### config.mk
export PLATFORM = sky130hd
export DESIGN_NAME = instr_dispatcher_flat
export DESIGN_NICKNAME = d
export VERILOG_FILES = /design/src/rtl/instr_dispatcher_if.sv /design/src/rtl/instr_dispatcher.sv /design/src/flat_wrapper.sv
export SDC_FILE = /design/constraint.sdc
export NUM_CORES = 1
export LEC_CHECK = 0
export ABC_AREA = 1
export BUFFER_PORTS_ARGS = -buffer_cell sky130_fd_sc_hd__buf_2
export CORE_MARGIN = 1
export CORE_UTILIZATION = 27
export CTS_CLUSTER_DIAMETER = 60
export DETAILED_ROUTE_END_ITERATION = 12
export PLACE_DENSITY = 0.51
export SLEW_MARGIN = 20
export SYNTH_ARGS = -nofsm -noshare
export SYNTH_HDL_FRONTEND = slang
export SYNTH_SLANG_ARGS = --single-unit
### constraint.sdc
create_clock -name clock -period 4.2 [get_ports clock]
set_input_delay 0.84 -clock clock [delete_from_list [all_inputs] [get_ports clock]]
set_output_delay 0.84 -clock clock [all_outputs]
set_load 0.01 [all_outputs]
### src/rtl/instr_dispatcher_if.sv
// Instruction-memory and processor-request bus between the dispatcher and its neighbours.
interface instr_dispatcher_if #(
   parameter int N_PROC = 4
) ();
   logic [7:0]        endereco;
   logic [15:0]       instr;
   logic [N_PROC-1:0] proc_req;
   logic              op_write;
   logic [4:0]        tag;
   logic [6:0]        dado;
   logic              proc_done;

   modport master (
      output endereco, proc_req, op_write, tag, dado,
      input  instr, proc_done
   );

   modport slave (
      input  endereco, proc_req, op_write, tag, dado,
      output instr, proc_done
   );
endinterface

### src/rtl/instr_dispatcher.sv
// Walks instruction memory and issues each instruction to its processor with a one-hot
// request/done handshake, one transaction at a time.
module instr_dispatcher #(
   parameter int NUM_INSTR = 11,
   parameter int N_PROC    = 4,
   parameter int TIMEOUT   = 255
) (
   input  logic               clock,
   input  logic               reset,
   input  logic               start,
   instr_dispatcher_if.master bus,
   output logic               busy,
   output logic               finished,
   output logic               erro,
   output logic [7:0]         instr_count
);

   typedef enum logic [2:0] {IDLE, FETCH, ISSUE, WAIT, NEXT, FINISHED} state_t;

   localparam int WDW = (TIMEOUT > 1) ? $clog2(TIMEOUT + 1) : 1;
   localparam logic [WDW-1:0] WD_MAX = WDW'(TIMEOUT);
   localparam logic [7:0]     LAST   = 8'(NUM_INSTR - 1);

   state_t            state, state_n;
   logic [15:0]       ir;
   logic [WDW-1:0]    wd;
   logic [7:0]        endereco;
   logic [N_PROC-1:0] proc_req;
   logic              op_write;
   logic [4:0]        tag;
   logic [6:0]        dado;
   logic [N_PROC-1:0] onehot;
   logic              valid_p;
   logic              timeout;
   logic [7:0]        count_inc;

   assign bus.endereco = endereco;
   assign bus.proc_req = proc_req;
   assign bus.op_write = op_write;
   assign bus.tag      = tag;
   assign bus.dado     = dado;

   assign valid_p   = 32'(ir[15:13]) < N_PROC;
   assign onehot    = N_PROC'(1) << ir[15:13];
   assign timeout   = (wd == WD_MAX);
   assign count_inc = (instr_count == 8'hFF) ? instr_count : instr_count + 8'd1;

   always_ff @(posedge clock or posedge reset) begin
      if (reset) state <= IDLE;
      else       state <= state_n;
   end

   always_comb begin
      state_n  = state;
      busy     = 1'b0;
      finished = 1'b0;
      unique case (state)
         IDLE: begin
            if (start) state_n = (NUM_INSTR == 0) ? FINISHED : FETCH;
         end
         FETCH: begin
            busy    = 1'b1;
            state_n = ISSUE;
         end
         ISSUE: begin
            busy    = 1'b1;
            state_n = valid_p ? WAIT : NEXT;
         end
         WAIT: begin
            busy = 1'b1;
            if (bus.proc_done || timeout) state_n = NEXT;
         end
         NEXT: begin
            busy    = 1'b1;
            state_n = (endereco == LAST) ? FINISHED : FETCH;
         end
         FINISHED: begin
            finished = 1'b1;
            if (start) state_n = (NUM_INSTR == 0) ? FINISHED : FETCH;
         end
         default: state_n = IDLE;
      endcase
   end

   always_ff @(posedge clock or posedge reset) begin
      if (reset) begin
         endereco    <= '0;
         ir          <= '0;
         wd          <= '0;
         proc_req    <= '0;
         op_write    <= 1'b0;
         tag         <= '0;
         dado        <= '0;
         erro        <= 1'b0;
         instr_count <= '0;
      end else begin
         unique case (state)
            IDLE, FINISHED: begin
               if (start) begin
                  endereco    <= '0;
                  instr_count <= '0;
                  erro        <= 1'b0;
               end
            end
            FETCH: ir <= bus.instr;
            ISSUE: begin
               if (valid_p) begin
                  proc_req <= onehot;
                  op_write <= ir[12];
                  tag      <= ir[11:7];
                  dado     <= ir[6:0];
                  wd       <= '0;
               end else begin
                  erro        <= 1'b1;
                  instr_count <= count_inc;
               end
            end
            WAIT: begin
               // done wins over a simultaneous watchdog expiry
               if (bus.proc_done) begin
                  proc_req    <= '0;
                  instr_count <= count_inc;
               end else if (timeout) begin
                  proc_req    <= '0;
                  erro        <= 1'b1;
                  instr_count <= count_inc;
               end else begin
                  wd <= wd + WDW'(1);
               end
            end
            NEXT: begin
               if (endereco != LAST) endereco <= endereco + 8'd1;
            end
            default: ;
         endcase
      end
   end

endmodule
### src/flat_wrapper.sv
// flat-port wrapper written by rule: the top's interface ports become plain ports
module instr_dispatcher_flat 
#(
   parameter int NUM_INSTR = 11,
   parameter int N_PROC    = 4,
   parameter int TIMEOUT   = 255
)
  (clock, reset, start, busy, finished, erro, instr_count, bus_endereco, bus_proc_req, bus_op_write, bus_tag, bus_dado, bus_instr, bus_proc_done);
  instr_dispatcher_if #(.N_PROC(N_PROC)) bus_i ();
  input  logic clock;
  input  logic reset;
  input  logic start;
  output logic busy;
  output logic finished;
  output logic erro;
  output logic [7:0] instr_count;
  output wire logic [$bits(bus_i.endereco)-1:0] bus_endereco;
  output wire logic [$bits(bus_i.proc_req)-1:0] bus_proc_req;
  output wire logic [$bits(bus_i.op_write)-1:0] bus_op_write;
  output wire logic [$bits(bus_i.tag)-1:0] bus_tag;
  output wire logic [$bits(bus_i.dado)-1:0] bus_dado;
  input wire logic [$bits(bus_i.instr)-1:0] bus_instr;
  input wire logic [$bits(bus_i.proc_done)-1:0] bus_proc_done;
  assign bus_endereco = bus_i.endereco;
  assign bus_proc_req = bus_i.proc_req;
  assign bus_op_write = bus_i.op_write;
  assign bus_tag = bus_i.tag;
  assign bus_dado = bus_i.dado;
  assign bus_i.instr = bus_instr;
  assign bus_i.proc_done = bus_proc_done;
  instr_dispatcher #(.NUM_INSTR(NUM_INSTR), .N_PROC(N_PROC), .TIMEOUT(TIMEOUT)) u_core (.clock(clock), .reset(reset), .start(start), .bus(bus_i), .busy(busy), .finished(finished), .erro(erro), .instr_count(instr_count));
endmodule
==> results of run 1 <==
## worst register-to-register path, delay by kind of cell, from the launching register on
family,cells,cell delay (ns)
and+or+nand+nor,3,0.89
DFF,1,0.43
buffers and inverters,3,0.47
AOI/OAI and AO/OA,2,0.30
## logic make-up (layout without fill, tap and decap cells)
group / count (synthesis) / in the layout / share of synthesized area [%]
DFF: 61 / 61 / 49.8
xor gates and xnor gates: 4 / 4 / 1.14
AOI/OAI and AO/OA: 33 / 33 / 6.08
muxes: 10 / 10 / 3.67
and+or+nand+nor: 210 / 210 / 31.5
adders and majority gates: 4 / 4 / 1.63
buffers and inverters: 42 / 105 / 6.16
## worst min-delay path by stage
stage | startpoint | endpoint | cells after the start
finish | u_core.ir[5]$_DFFE_PP0P_ | u_core.bus.dado[5]$_DFFE_PP0P_ | 2
global route | u_core.ir[9]$_DFFE_PP0P_ | u_core.bus.tag[2]$_DFFE_PP0P_ | 2
CTS | u_core.ir[5]$_DFFE_PP0P_ | u_core.bus.dado[5]$_DFFE_PP0P_ | 2
detailed placement | u_core.ir[9]$_DFFE_PP0P_ | u_core.bus.tag[2]$_DFFE_PP0P_ | 2
global placement | u_core.ir[7]$_DFFE_PP0P_ | u_core.bus.tag[0]$_DFFE_PP0P_ | 2
floorplan | u_core.ir[7]$_DFFE_PP0P_ | u_core.bus.tag[0]$_DFFE_PP0P_ | 2
## through the flow
step                      total power [mW]  util (%)  setup WS (ns)  hold WS [ns]  instances
final                                 2.57      34.7           1.57         0.461        567
after global routing                  2.76      34.7           1.46         0.495        567
after CTS                             2.61      34.7           1.54         0.465        567
after detailed placement              1.77      31.6           1.90         0.458        551
after global placement                1.76      31.6           1.92         0.443        551
after floorplan                       1.54         -           1.85         0.436        364
## sequential cells by signal, indices dropped and copies added (netlist names)
register             count
u_core.ir               16
u_core.bus.proc_req      4
u_core.state             3
u_core.bus.tag           5
u_core.bus.endereco      8
u_core.erro              1
u_core.wd                8
u_core.bus.op_write      1
u_core.instr_count       8
u_core.bus.dado          7
## cell type report
type                            count  area, sq um  area share (%)
Tap cell                          140          175            4.62
Sequential cell                    61         1530            40.3
Inverter                           33          124            3.27
Timing Repair Buffer               56          283            7.46
Multi-Input combinational cell    261         1350            35.6
Clock inverter                      6         93.8            2.47
Clock buffer                       10          239            6.30
## where the power goes
| group | internal [mW] | switching [mW] |
|---|---|---|
| clock network | 0.539 | 0.279 |
| registers | 0.781 | 0.122 |
| logic | 0.297 | 0.548 |
## Yosys cell counts
cell / number / area share, %
nand3_1: 28 / 4.6
nor2_4: 1 / 0.37
inv_2: 5 / 0.61
dfrtp_1: 61 / 50
o21ai_1: 14 / 2.3
nor3_1: 4 / 0.65
nand2_1: 120 / 15
buf_4: 3 / 0.73
mux2_2: 4 / 1.5
nand2_2: 5 / 1.0
or2_2: 3 / 0.61
o21bai_1: 3 / 0.73
o21ai_0: 4 / 0.65
nor2_1: 28 / 3.4
inv_1: 28 / 3.4
nand3_4: 1 / 0.57
nor2_2: 3 / 0.61
nor3b_1: 1 / 0.24
nor2_8: 1 / 0.65
a21oi_1: 8 / 1.3
nand4_4: 1 / 0.69
nand2_4: 1 / 0.37
xor2_1: 2 / 0.57
buf_6: 2 / 0.73
nand3_2: 3 / 0.98
nand4_1: 9 / 1.8
ha_1: 4 / 1.6
mux2_1: 6 / 2.2
xnor2_1: 2 / 0.57
nand3b_1: 1 / 0.24
o21ai_2: 3 / 0.86
o211ai_1: 1 / 0.24
buf_2: 4 / 0.65
## routing by layer
layer,vias to the layer above,routed length [microns]
met5,-,0
met4,0,78
met3,8,500
met2,60,3100
met1,1153,3330
li1,1293,-
==> impl_metrics.json, run 1 <==
{
  "outcome": "completed",
  "slew_headroom_pct": 39.4,
  "tightest_slew_ns": 0.907,
  "wl_per_cell_microns": 12.4,
  "crit_path_top_delay_cell": "nand3_2",
  "dr.pass1.iters": 5,
  "reg2regPathDepth": 8,
  "end_kind": "output port",
  "yosysWarnings": 0,
  "grt_first_pass_wirelength_microns": 12000,
  "dieArea_sq_mm": 0.0118,
  "syn_inst": 364,
  "cts_setup_buffers": 0,
  "grt_usage_pct": 13.2,
  "ir_drop_uv": 361,
  "rows": 38,
  "antenna_found_initial": 0,
  "final_layout_size_suffix_gt1_share_pct": 24.4,
  "cts_buffers": 9,
  "nFillCells": 1161,
  "fmax_ghz": 0.381,
  "grt.overflow.total": 0,
  "worst_ep_required_time_ns": 3.36,
  "synth_seq_cells": 61,
  "hold_violations": 0,
  "holdBufCountCts": 0,
  "drv_slew": 0,
  "drc": 0,
  "critPathArrivalTime_ns": 1.79,
  "critPathMaxFanout": 24,
  "worstSetupStartpoint": "u_core.state[2]$_DFFE_PP0P_",
  "avgSynthCellArea_sq_um": 8.42,
  "fin_setup_tns_ns": 0,
  "die_x_microns": 109,
  "ff2ff_setup_slack_ns": 2.01,
  "clock_latency_ns": 0.33,
  "min_period_over_period_pct": 62.6,
  "ys_seq_area_share_pct": 49.8,
  "final_cell_mix": "120 x nand2_1, 61 x dfrtp_1, 55 x buf_2",
  "met3_usage_pct": 5.00,
  "core-area_sq_mm": 0.0109,
  "cap_viol_max_count": 0,
  "grt_pass1_vias": 2474,
  "clock_skew_ns": 0.00618,
  "hpwl_microns": 4960,
  "cts.clk_slew.worst_paths_ns": 0.06,
  "cp.depth": 4,
  "layout_min_cycle_time_ns": 2.63,
  "gp_congestion": 0.793,
  "portBuffers": 55,
  "critPathBufInv": 2,
  "crit_family": "simple AND/OR/NAND/NOR gates",
  "cp-start-kind": "register",
  "r2r-end": "u_core.wd[3]$_DFFE_PP0P_",
  "hold_path.class": "reg2reg",
  "synth_cell_types": 33,
  "synth_nets": 388,
  "top_usage_layer": "met2",
  "mostFrequentLayoutCell": "nand2_1",
  "p_leak_nw": 1.94,
  "post_cts_resized": 0,
  "initial_core_util_pct": 28.0,
  "vias": 2514,
  "critical_path_class": "reg2out",
  "die_y_microns": 109,
  "cts_root_buf": "clkbuf_16",
  "critPathMaxStageDelay_ns": 0.45,
  "synth_area_sq_mm": 0.00307,
  "clk_path_buf_depth": 2,
  "drtIter0Drc": 127,
  "grtUsageMet2_pct": 20.4,
  "via_per_inst": 4.43,
  "power-per-cell-area_mw_per_mm2": 677,
  "final-setup-viol-count": 0,
  "cts_max_level": 3,
  "gr-usage-met1_pct": 16.7,
  "nets": 446,
  "routed_wl_microns": 7010,
  "grt_max_degree": 45,
  "cts_tree": "done",
  "worstSetupEndpoint": "busy",
  "diodes": 0,
  "crit_chain": "inv_2, nand3_2, nand3_1, buf_2",
  "dpl-instance-area_sq_mm": 0.00346,
  "ant_nets": 0,
  "timing.rr.start": "u_core.state[2]$_DFFE_PP0P_",
  "io-pin-count": 56,
  "rsz0062_at_grt": "false",
  "stdcell_area_sq_mm": 0.00379,
  "areaGrowthSynthToFinish_pct": 23.7,
  "clock-sinks": 61
}
(Power assumes the default switching activity.)
==> inputs of run 2 (changes only) <==
clock period = 2.7 ns   (was 4.2 ns; I/O delays follow)
==> run 2 against run 1 <==
Wire length fell by 2.1%. Cell count increased by 0.35%. Flip-flop and latch count did not move. Via count increased by 0.16%. Global-route usage fell by 0.21 points.
==> impl_metrics.json, run 2 (synthesized netlist as in run 1, its figures left out) <==
{
  "max_flop_register": "u_core.ir",
  "clk_path_buf_depth": 2,
  "p_leak_nw": 1.95,
  "cp-start-kind": "register",
  "clock_latency_ns": 0.33,
  "hold_violations": 0,
  "via_per_inst": 4.43,
  "critPathMaxFanout": 11,
  "mostFrequentLayoutCell": "nand2_1",
  "fin_setup_tns_ns": 0,
  "end_kind": "output port",
  "hpwl_microns": 4870,
  "die_y_microns": 109,
  "routed_wl_microns": 6860,
  "slew_headroom_pct": 46.0,
  "largest_register_ffs": 16,
  "cap_viol_max_count": 0,
  "min_period_over_period_pct": 72.2,
  "grt.overflow.total": 0,
  "cts_root_buf": "clkbuf_16",
  "initial_core_util_pct": 28.0,
  "final_layout_size_suffix_gt1_share_pct": 24.7,
  "nets": 448,
  "critPathMaxStageDelay_ns": 0.45,
  "layout_min_cycle_time_ns": 1.95,
  "cts_tree": "done",
  "drv_slew": 0,
  "cts_setup_buffers": 0,
  "vias": 2518,
  "wl_per_cell_microns": 12.1,
  "post-place-ws_ns": 0.863,
  "cts_buffers": 9,
  "rows": 38,
  "multi_input_area_sq_mm": 0.00135,
  "worst_ep_required_time_ns": 2.16,
  "antenna_found_initial": 0,
  "critical_path_class": "reg2out",
  "areaGrowthSynthToFinish_pct": 24.2,
  "seqCellArea_sq_mm": 0.00153,
  "rsz0062_at_grt": "false",
  "tightest_slew_ns": 0.810,
  "cts.clk_slew.worst_paths_ns": 0.05,
  "grt_usage_pct": 13.0,
  "final-setup-viol-count": 0,
  "portBuffers": 55,
  "holdBufCountCts": 0,
  "grt_max_degree": 62,
  "power-per-cell-area_mw_per_mm2": 1050,
  "core-area_sq_mm": 0.0109,
  "clock-sinks": 61,
  "crit_path_top_delay_cell": "dfrtp_1",
  "ir_drop_uv": 601,
  "fin_hold_ws_ns": 0.413,
  "dieArea_sq_mm": 0.0118,
  "die_x_microns": 109,
  "post_cts_resized": 0,
  "ant_nets": 0,
  "critPathArrivalTime_ns": 1.41,
  "nFillCells": 1165,
  "grt_first_pass_wirelength_microns": 11900,
  "final_cell_mix": "120 x nand2_1, 61 x dfrtp_1, 55 x buf_2",
  "cts_max_level": 3,
  "hold_path.class": "in2async",
  "crit_chain": "inv_2, nand2_2, nand3_1, buf_2",
  "gp_congestion": 0.782,
  "grt_pass1_vias": 2470,
  "diodes": 0,
  "fin_ws_ns": 0.750,
  "clock_skew_ns": 0.00847,
  "io-pin-count": 56,
  "drtIter0Drc": 129,
  "fmax_ghz": 0.513,
  "dr.pass1.iters": 4,
  "drc": 0,
  "outcome": "completed"
}
==> run 2: layout make-up <==
type / instances / share of cell area, %
Timing Repair Buffer: 58 / 7.82
Multi-Input combinational cell: 261 / 35.5
Tap cell: 140 / 4.60
Clock inverter: 6 / 2.46
Clock buffer: 10 / 6.28
Inverter: 33 / 3.25
Sequential cell: 61 / 40.1
==> run 2: routing by layer <==
metal  vias to the layer above  part of all wire (%)  wire length [microns]  track usage, %
met5                         -                     0                      0               0
met4                         0                   1.1                     76            4.34
met3                         6                   6.4                    440            4.52
met2                        69                    44                   3000            19.9
met1                      1145                    49                   3340            17.1
li1                       1298                     -                      -               -
==> run 2: final timing paths <==
path                                        startpoint                                 end  slack (ns)  depth (start not counted)
max in group asynchronous                        reset         u_core.state[1]$_DFFE_PP0P_        1.72                          3
min in group clock                        bus_instr[2]            u_core.ir[2]$_DFFE_PP0P_        0.42                          2
setup / recovery           u_core.state[2]$_DFFE_PP0P_                                busy        0.75                          4
setup reg to reg           u_core.state[2]$_DFFE_PP0P_            u_core.wd[3]$_DFFE_PP0P_        0.85                          8
hold reg to reg               u_core.ir[0]$_DFFE_PP0P_      u_core.bus.dado[0]$_DFFE_PP0P_        0.47                          2
hold / removal                                   reset  u_core.bus.proc_req[1]$_DFFE_PP0P_        0.41                          3
==> run 2: stage by stage <==
step / util (%) / power (mW) / cell area [sq um] / std cells
after floorplan: - / 2.39 / 3070 / 364
after global placement: 31.8 / 2.74 / 3470 / 553
after detailed placement: 31.8 / 2.75 / 3470 / 553
after CTS: 34.8 / 4.06 / 3810 / 569
after global routing: 34.8 / 4.29 / 3810 / 569
final: 34.8 / 4.00 / 3810 / 569
==> run 2: worst max-delay path: cells and delay by family, from the launching register on <==
family,cells,cell delay [ns]
flops,1,0.45
simple gates,2,0.36
buf+inv,2,0.28
==> run 2: report_power, final <==
part           internal [mW]  switching (mW)
Sequential              1.22           0.198
Clock                  0.839           0.435
Combinational          0.475           0.834
Total                   2.53            1.47
